$ cat src/rtl/iccm_readback_pkg.sv
// Shared types and constants for the ICCM read-back engine.
//   rb_state_t : main sequencer states (IDLE/REQ/WAIT/SEND/DONE)
//   tx_state_t : UART transmitter states (IDLE/START/DATA/STOP)
//   BytesPerWord, FrameBits : word/frame geometry
package iccm_readback_pkg;

  localparam int BytesPerWord = 4;
  localparam int FrameBits    = 10;  // start + 8 data + stop

  typedef enum logic [2:0] {
    S_IDLE,
    S_REQ,
    S_WAIT,
    S_SEND,
    S_DONE
  } rb_state_t;

  typedef enum logic [1:0] {
    TX_IDLE,
    TX_START,
    TX_DATA,
    TX_STOP
  } tx_state_t;

endpackage

$ cat src/rtl/iccm_readback_if.sv
// SRAM-side read port of the ICCM as seen by the read-back engine.
//   req_o    : one-cycle read strobe (engine -> memory)
//   addr_o   : word address, valid with req_o (engine -> memory)
//   rdata_i  : read data (memory -> engine)
//   rvalid_i : read data valid, >= 1 cycle after req_o (memory -> engine)
// master = read-back engine, slave = memory.
interface iccm_readback_if #(
  parameter int AddrW = 12
) ();
  logic             req_o;
  logic [AddrW-1:0] addr_o;
  logic [31:0]      rdata_i;
  logic             rvalid_i;

  modport master (output req_o, addr_o, input rdata_i, rvalid_i);
  modport slave  (input req_o, addr_o, output rdata_i, rvalid_i);
endinterface

$ cat src/rtl/iccm_readback_uart_tx_core.sv
// 8N1 UART transmitter core.
//   clock, reset     : rising-edge clock, synchronous active-high reset
//   tx_start_i       : load tx_byte_i and begin a frame (idle or last stop cycle)
//   tx_byte_i        : byte to send, LSB first
//   clks_per_bit_i   : bit period in clocks (0 behaves as 1)
//   tx_o             : serial line, idles high
//   tx_busy_o        : a frame is in progress
//   tx_done_o        : high during the last stop-bit cycle
// Accepting tx_start_i in the tx_done_o cycle gives back-to-back frames.
module uart_tx_core
  import iccm_readback_pkg::*;
(
  input  logic        clock,
  input  logic        reset,
  input  logic        tx_start_i,
  input  logic [7:0]  tx_byte_i,
  input  logic [15:0] clks_per_bit_i,
  output logic        tx_o,
  output logic        tx_busy_o,
  output logic        tx_done_o
);

  localparam logic [2:0] LastBit = 3'(FrameBits - 3);

  tx_state_t   st, st_nxt;
  logic [15:0] cnt;
  logic [2:0]  bit_idx;
  logic [7:0]  shreg;
  logic [15:0] per_m1;
  logic        bit_last;
  logic        accept;

  assign per_m1   = (clks_per_bit_i == 16'd0) ? 16'd0 : clks_per_bit_i - 16'd1;
  assign bit_last = (cnt == per_m1);
  assign accept   = tx_start_i && ((st == TX_IDLE) || tx_done_o);

  always_ff @(posedge clock) begin
    if (reset) st <= TX_IDLE;
    else       st <= st_nxt;
  end

  always_comb begin
    st_nxt = st;
    case (st)
      TX_IDLE:  if (tx_start_i) st_nxt = TX_START;
      TX_START: if (bit_last) st_nxt = TX_DATA;
      TX_DATA:  if (bit_last && (bit_idx == LastBit)) st_nxt = TX_STOP;
      TX_STOP:  if (bit_last) st_nxt = tx_start_i ? TX_START : TX_IDLE;
      default:  st_nxt = TX_IDLE;
    endcase
  end

  always_comb begin
    tx_o      = 1'b1;
    tx_busy_o = (st != TX_IDLE);
    tx_done_o = (st == TX_STOP) && bit_last;
    case (st)
      TX_START: tx_o = 1'b0;
      TX_DATA:  tx_o = shreg[0];
      default:  tx_o = 1'b1;
    endcase
  end

  always_ff @(posedge clock) begin
    if (reset) begin
      cnt     <= '0;
      bit_idx <= '0;
      shreg   <= '0;
    end else if (accept) begin
      cnt     <= '0;
      bit_idx <= '0;
      shreg   <= tx_byte_i;
    end else if (st != TX_IDLE) begin
      if (bit_last) begin
        cnt <= '0;
        if (st == TX_DATA) begin
          shreg   <= {1'b0, shreg[7:1]};
          bit_idx <= bit_idx + 3'd1;
        end
      end else begin
        cnt <= cnt + 16'd1;
      end
    end
  end

endmodule

$ cat src/rtl/iccm_readback.sv
// ICCM read-back engine: on start, reads word_count_i words from the ICCM
// beginning at start_addr_i (wrapping mod 2^AddrW) and sends each word as
// four UART bytes, LSB byte first.
//   clock, reset       : rising-edge clock, synchronous active-high reset
//   start_i            : start request, honoured only when idle
//   start_addr_i       : first word address (sampled on start)
//   word_count_i       : words to send, 0..2^AddrW (sampled on start)
//   clks_per_bit_i     : UART bit period, 0 behaves as 1 (sampled on start)
//   mem                : ICCM read port (req/addr/rdata/rvalid)
//   tx_o               : UART serial output
//   busy_o             : transfer in progress (start through done)
//   done_o             : one-cycle completion pulse
module iccm_readback
  import iccm_readback_pkg::*;
#(
  parameter int AddrW = 12,
  parameter int CntW  = 13
) (
  input  logic             clock,
  input  logic             reset,
  input  logic             start_i,
  input  logic [AddrW-1:0] start_addr_i,
  input  logic [CntW-1:0]  word_count_i,
  input  logic [15:0]      clks_per_bit_i,
  iccm_readback_if.master  mem,
  output logic             tx_o,
  output logic             busy_o,
  output logic             done_o
);

  localparam logic [1:0] LastByte = 2'(BytesPerWord - 1);

  rb_state_t        st, st_nxt;
  logic [AddrW-1:0] addr_q;
  logic [CntW-1:0]  rem_q;
  logic [15:0]      cpb_q;
  logic [31:0]      word_q;
  logic [1:0]       idx_q;
  logic [1:0]       nidx;

  logic             tx_start;
  logic [7:0]       tx_byte;
  logic             tx_busy;
  logic             tx_done;
  logic             word_end;

  assign nidx     = idx_q + 2'd1;
  assign word_end = (st == S_SEND) && tx_done && (idx_q == LastByte);

  // Byte 0 goes straight from the read bus so its start bit lands on the
  // edge that captures rdata; later bytes come from the latched word and
  // are launched in the previous frame's last stop cycle.
  always_comb begin
    tx_start = 1'b0;
    tx_byte  = word_q[{nidx, 3'b000} +: 8];
    if (st == S_WAIT) begin
      tx_byte  = mem.rdata_i[7:0];
      tx_start = mem.rvalid_i && !tx_busy;
    end else if ((st == S_SEND) && tx_done && (idx_q != LastByte)) begin
      tx_start = 1'b1;
    end
  end

  always_ff @(posedge clock) begin
    if (reset) st <= S_IDLE;
    else       st <= st_nxt;
  end

  always_comb begin
    st_nxt = st;
    case (st)
      S_IDLE:  if (start_i) st_nxt = (word_count_i == '0) ? S_DONE : S_REQ;
      S_REQ:   st_nxt = S_WAIT;
      S_WAIT:  if (mem.rvalid_i) st_nxt = S_SEND;
      S_SEND:  if (word_end) st_nxt = (rem_q == CntW'(1)) ? S_DONE : S_REQ;
      S_DONE:  st_nxt = S_IDLE;
      default: st_nxt = S_IDLE;
    endcase
  end

  always_comb begin
    mem.req_o  = (st == S_REQ);
    mem.addr_o = addr_q;
    busy_o     = (st != S_IDLE);
    done_o     = (st == S_DONE);
  end

  always_ff @(posedge clock) begin
    if (reset) begin
      addr_q <= '0;
      rem_q  <= '0;
      cpb_q  <= 16'd1;
      word_q <= '0;
      idx_q  <= '0;
    end else begin
      if ((st == S_IDLE) && start_i) begin
        addr_q <= start_addr_i;
        rem_q  <= word_count_i;
        cpb_q  <= (clks_per_bit_i == 16'd0) ? 16'd1 : clks_per_bit_i;
      end
      if ((st == S_WAIT) && mem.rvalid_i) begin
        word_q <= mem.rdata_i;
        idx_q  <= '0;
      end
      if ((st == S_SEND) && tx_done) begin
        if (idx_q == LastByte) begin
          rem_q  <= rem_q - CntW'(1);
          addr_q <= addr_q + AddrW'(1);
        end else begin
          idx_q <= nidx;
        end
      end
    end
  end

  uart_tx_core u_tx (
    .clock          (clock),
    .reset          (reset),
    .tx_start_i     (tx_start),
    .tx_byte_i      (tx_byte),
    .clks_per_bit_i (cpb_q),
    .tx_o           (tx_o),
    .tx_busy_o      (tx_busy),
    .tx_done_o      (tx_done)
  );

endmodule

$ cat src/flat_wrapper.sv
// flat-port wrapper written by rule: the top's interface ports become plain ports
module iccm_readback_flat import iccm_readback_pkg::*;
#(
  parameter int AddrW = 12,
  parameter int CntW  = 13
)
  (clock, reset, start_i, start_addr_i, word_count_i, clks_per_bit_i, tx_o, busy_o, done_o, mem_req_o, mem_addr_o, mem_rdata_i, mem_rvalid_i);
  iccm_readback_if #(.AddrW(AddrW)) mem_i ();
  input  logic clock;
  input  logic reset;
  input  logic start_i;
  input  logic [AddrW-1:0] start_addr_i;
  input  logic [CntW-1:0] word_count_i;
  input  logic [15:0] clks_per_bit_i;
  output logic tx_o;
  output logic busy_o;
  output logic done_o;
  output wire logic [$bits(mem_i.req_o)-1:0] mem_req_o;
  output wire logic [$bits(mem_i.addr_o)-1:0] mem_addr_o;
  input wire logic [$bits(mem_i.rdata_i)-1:0] mem_rdata_i;
  input wire logic [$bits(mem_i.rvalid_i)-1:0] mem_rvalid_i;
  assign mem_req_o = mem_i.req_o;
  assign mem_addr_o = mem_i.addr_o;
  assign mem_i.rdata_i = mem_rdata_i;
  assign mem_i.rvalid_i = mem_rvalid_i;
  iccm_readback #(.AddrW(AddrW), .CntW(CntW)) u_core (.clock(clock), .reset(reset), .start_i(start_i), .start_addr_i(start_addr_i), .word_count_i(word_count_i), .clks_per_bit_i(clks_per_bit_i), .mem(mem_i), .tx_o(tx_o), .busy_o(busy_o), .done_o(done_o));
endmodule
$ cat config.mk
export PLATFORM = sky130hd
export DESIGN_NAME = iccm_readback_flat
export DESIGN_NICKNAME = d
export VERILOG_FILES = /design/src/rtl/iccm_readback_pkg.sv /design/src/rtl/iccm_readback_if.sv /design/src/rtl/iccm_readback_uart_tx_core.sv /design/src/rtl/iccm_readback.sv /design/src/flat_wrapper.sv
export SDC_FILE = /design/constraint.sdc
export NUM_CORES = 1
export LEC_CHECK = 0
export CORE_ASPECT_RATIO = 1.25
export CORE_MARGIN = 2
export CORE_UTILIZATION = 30
export DETAILED_ROUTE_END_ITERATION = 8
export PLACE_DENSITY = 0.49
export SYNTH_ARGS = -nofsm -noshare
export SYNTH_HDL_FRONTEND = slang
export SYNTH_SLANG_ARGS = --single-unit
$ cat constraint.sdc
create_clock -name clock -period 7.7 [get_ports clock]
set_clock_uncertainty 0.15 [all_clocks]
set_input_delay 0.77 -clock clock [delete_from_list [all_inputs] [get_ports clock]]
set_output_delay 0.77 -clock clock [all_outputs]
set_load 0.02 [all_outputs]
==> flow_summary.json <==
{
  "cts_tree": "built",
  "layout-drive-gt1-share_pct": 8.08,
  "synth_cell_type_count": 70,
  "final_antenna_net_count": 0,
  "drt_iter0_drc": 309,
  "ios": 93,
  "post-cts-setup-buffers": 0,
  "cts_resized": 0,
  "first_global_vias": 5343,
  "worstSetupPathType": "flop to flop",
  "status": "completed",
  "setup_violations": 0,
  "drt_wl_total_um": 16100,
  "min_period_ns": 4.35,
  "hold_violations": 0,
  "met2_usage_pct": 27.4,
  "gr-total-overflow": 0,
  "syn_nets": 841,
  "die-area_um2": 21400,
  "yosysSeqAreaShare_pct": 35.3,
  "p_per_area_nw_per_um2": 195,
  "routedWlPerCell_um": 14.8,
  "timing.final.crit_share_pct": 56.5,
  "worst_pin_slew_ns": 0.886,
  "port-buffer-count": 92,
  "leakagePower_nw": 2.60,
  "start_util_pct": 30.3,
  "grtUsageMet1_pct": 18.4,
  "synth_seq_cells": 107,
  "slowest_delay_ns": 0.68,
  "startpoint_type": "flop",
  "crit_buf_inv": 2,
  "firstDrtPassIters": 4,
  "fp.dieW_um": 131,
  "crit_fanout": 40,
  "synth-edff-count": 0,
  "fmax_ghz": 0.230,
  "via_per_inst": 5.01,
  "crit_family": "simple AND/OR/NAND/NOR gates",
  "numCtsBuffers": 9,
  "core_area_um2": 20000,
  "clock-sinks": 107,
  "syn_avg_cell_area_um2": 8.08,
  "top_usage_layer": "met2",
  "syn_to_final_growth_pct": 23.0,
  "drc": 0,
  "grt_max_degree": 51,
  "max_cap_violations": 0,
  "crit_path_end_kind": "flop",
  "hpwl_um": 11100,
  "rsz0062_at_grt": "no",
  "grt_pass1_wl_um": 26700,
  "cts_root_buf": "clkbuf_16",
  "async_flop_share_pct": 0,
  "slowest_stage": "or4b_1",
  "syn_area_um2": 6070,
  "grt_usage_pct": 15.2,
  "place.gp.congestion": 0.770,
  "worstPathArrival_ns": 4.49,
  "synthCells": 752,
  "slew_violations": 0,
  "clk_latency_ns": 0.36,
  "die_y_um": 163,
  "h-tree-depth": 3,
  "placement_rows": 58,
  "required_ns": 7.84,
  "path_cells": "inv_1 > ha_1 > or4b_1 > or4_4 > o21ai_2 > or3b_1 > nor4_4 > o311ai_4 > nor3_4 > buf_4 > mux2_2 > o22ai_1",
  "hold_path_class": "flop to flop",
  "ys_warn_count": 0,
  "hold_slack_ns": 0.307,
  "fin_tns_setup_ns": 0,
  "clk_pin_slew_ns": 0.08,
  "cts_hold_buf": 0,
  "vdd_drop_max_v": 0.000113,
  "vias": 5443,
  "cts_max_path_buffers": 2,
  "maxSlewHeadroom_pct": 40.6,
  "synth_ff_type": "dfxtp_1",
  "diodes": 0,
  "nets": 901,
  "met3_usage_pct": 2.89,
  "antenna_found_initial": 0
}
## final timing paths
path | from | endpoint | slack [ns] | cells after the start
setup reg to reg | u_core.cpb_q[0] | u_core.mem.addr_o[2] | 3.35 | 12
hold reg to reg | u_core.word_q[1] | u_core.word_q[1] | 0.31 | 2
hold / removal | u_core.word_q[1] | u_core.word_q[1] | 0.31 | 2
setup / recovery | u_core.cpb_q[0] | u_core.mem.addr_o[2] | 3.35 | 12
## power breakdown
| group | switching (mW) | internal (mW) | total [mW] |
|---|---|---|---|
| clock network | 0.248 | 0.232 | 0.480 |
| logic | 0.189 | 0.157 | 0.346 |
| registers | 0.0434 | 0.588 | 0.631 |
| total | 0.480 | 0.977 | 1.46 |
## layout by cell type (no fill, tap or decap), types with 9 or more instances in the layout
cell,n
clkbuf_16,9
o21ai_0,23
and3_1,10
xor2_1,13
nor3_1,15
mux2i_1,22
a21oi_1,68
clkdlybuf4s50_1,91
nand3_1,23
xnor2_1,16
nor2_1,62
dfxtp_1,107
nor4_1,12
a22oi_1,13
buf_4,9
nand2_1,132
inv_1,20
ha_1,12
o22ai_1,14
or3_1,11
mux2_2,15
## flip-flops by register name, indices dropped and copies added (netlist names)
| name | flops |
|---|---|
| u_core.u_tx.st | 2 |
| u_core.rem_q | 13 |
| u_core.u_tx.bit_idx | 3 |
| u_core.u_tx.shreg | 8 |
| u_core.mem.addr_o | 12 |
| u_core.u_tx.cnt | 16 |
| u_core.cpb_q | 16 |
| u_core.idx_q | 2 |
| u_core.st | 3 |
| u_core.word_q | 32 |
## worst reg2reg max path, stage by stage, from the launching register on
cell	delay, ns
dfxtp_1	0.37
inv_1	0.08
ha_1	0.28
or4b_1	0.68
or4_4	0.57
o21ai_2	0.06
or3b_1	0.39
nor4_4	0.27
o311ai_4	0.23
nor3_4	0.20
buf_4	0.47
mux2_2	0.41
o22ai_1	0.12
## per-layer routing
layer | routed length, µm | part of all wire (%) | vias up
li1 | - | - | 2808
met1 | 7430 | 46 | 2542
met2 | 7930 | 49 | 84
met3 | 523 | 3.3 | 9
met4 | 184 | 1.1 | 0
met5 | 0 | 0 | -
## layout make-up
type                            instances  area [µm²]
Multi-Input combinational cell        572        3620
Fill cell                            2180       12600
Clock inverter                          7        78.8
Sequential cell                       107        2140
Clock buffer                            9         225
Tap cell                              270         338
Timing Repair Buffer                  101         983
Inverter                               21        78.8
## cell usage after synthesis (5+ instances only)
cell type | number | share of area [%]
o21ai_0 | 23 | 1.9
a21oi_1 | 68 | 5.6
or2_2 | 6 | 0.62
a32oi_1 | 6 | 0.87
buf_2 | 5 | 0.41
or4_1 | 5 | 0.62
mux4_2 | 8 | 3.0
nor4_1 | 12 | 1.2
inv_1 | 20 | 1.2
nand4_1 | 5 | 0.52
or3_1 | 11 | 1.1
mux2_2 | 15 | 2.8
nand2_1 | 132 | 8.2
mux2i_1 | 22 | 3.6
nor3_1 | 15 | 1.2
nand3_1 | 23 | 1.9
clkbuf_1 | 39 | 2.4
xnor2_1 | 16 | 2.3
a22oi_1 | 13 | 1.6
o22ai_1 | 14 | 1.4
nand3b_1 | 6 | 0.74
xor2_1 | 13 | 1.9
dfxtp_1 | 107 | 35
and3_1 | 10 | 1.0
ha_1 | 12 | 2.5
nor2_1 | 62 | 3.8
## cell families (layout without fill, tap and decap cells)
kind of cell	Yosys count	after routing	share of synthesized area (%)
DFF	107	107	35.3
AOI/OAI and AO/OA	164	164	17.3
buffers and inverters	73	138	5.05
adders and majority gates	12	12	2.47
muxes	46	46	9.56
xor gates and xnor gates	29	29	4.18
and+or+nand+nor	321	321	26.2
## metrics by stage
step	util, %	instance area [µm²]	power, mW	cells	setup WS [ns]
floorplan	-	6070	0.867	752	3.91
global placement	35.8	7170	0.992	1071	3.47
detailed placement	35.8	7170	0.991	1071	3.39
CTS	37.3	7470	1.48	1087	3.37
global route	37.3	7470	1.54	1087	3.12
finish	37.3	7470	1.46	1087	3.35
(Power assumes the default switching activity.)
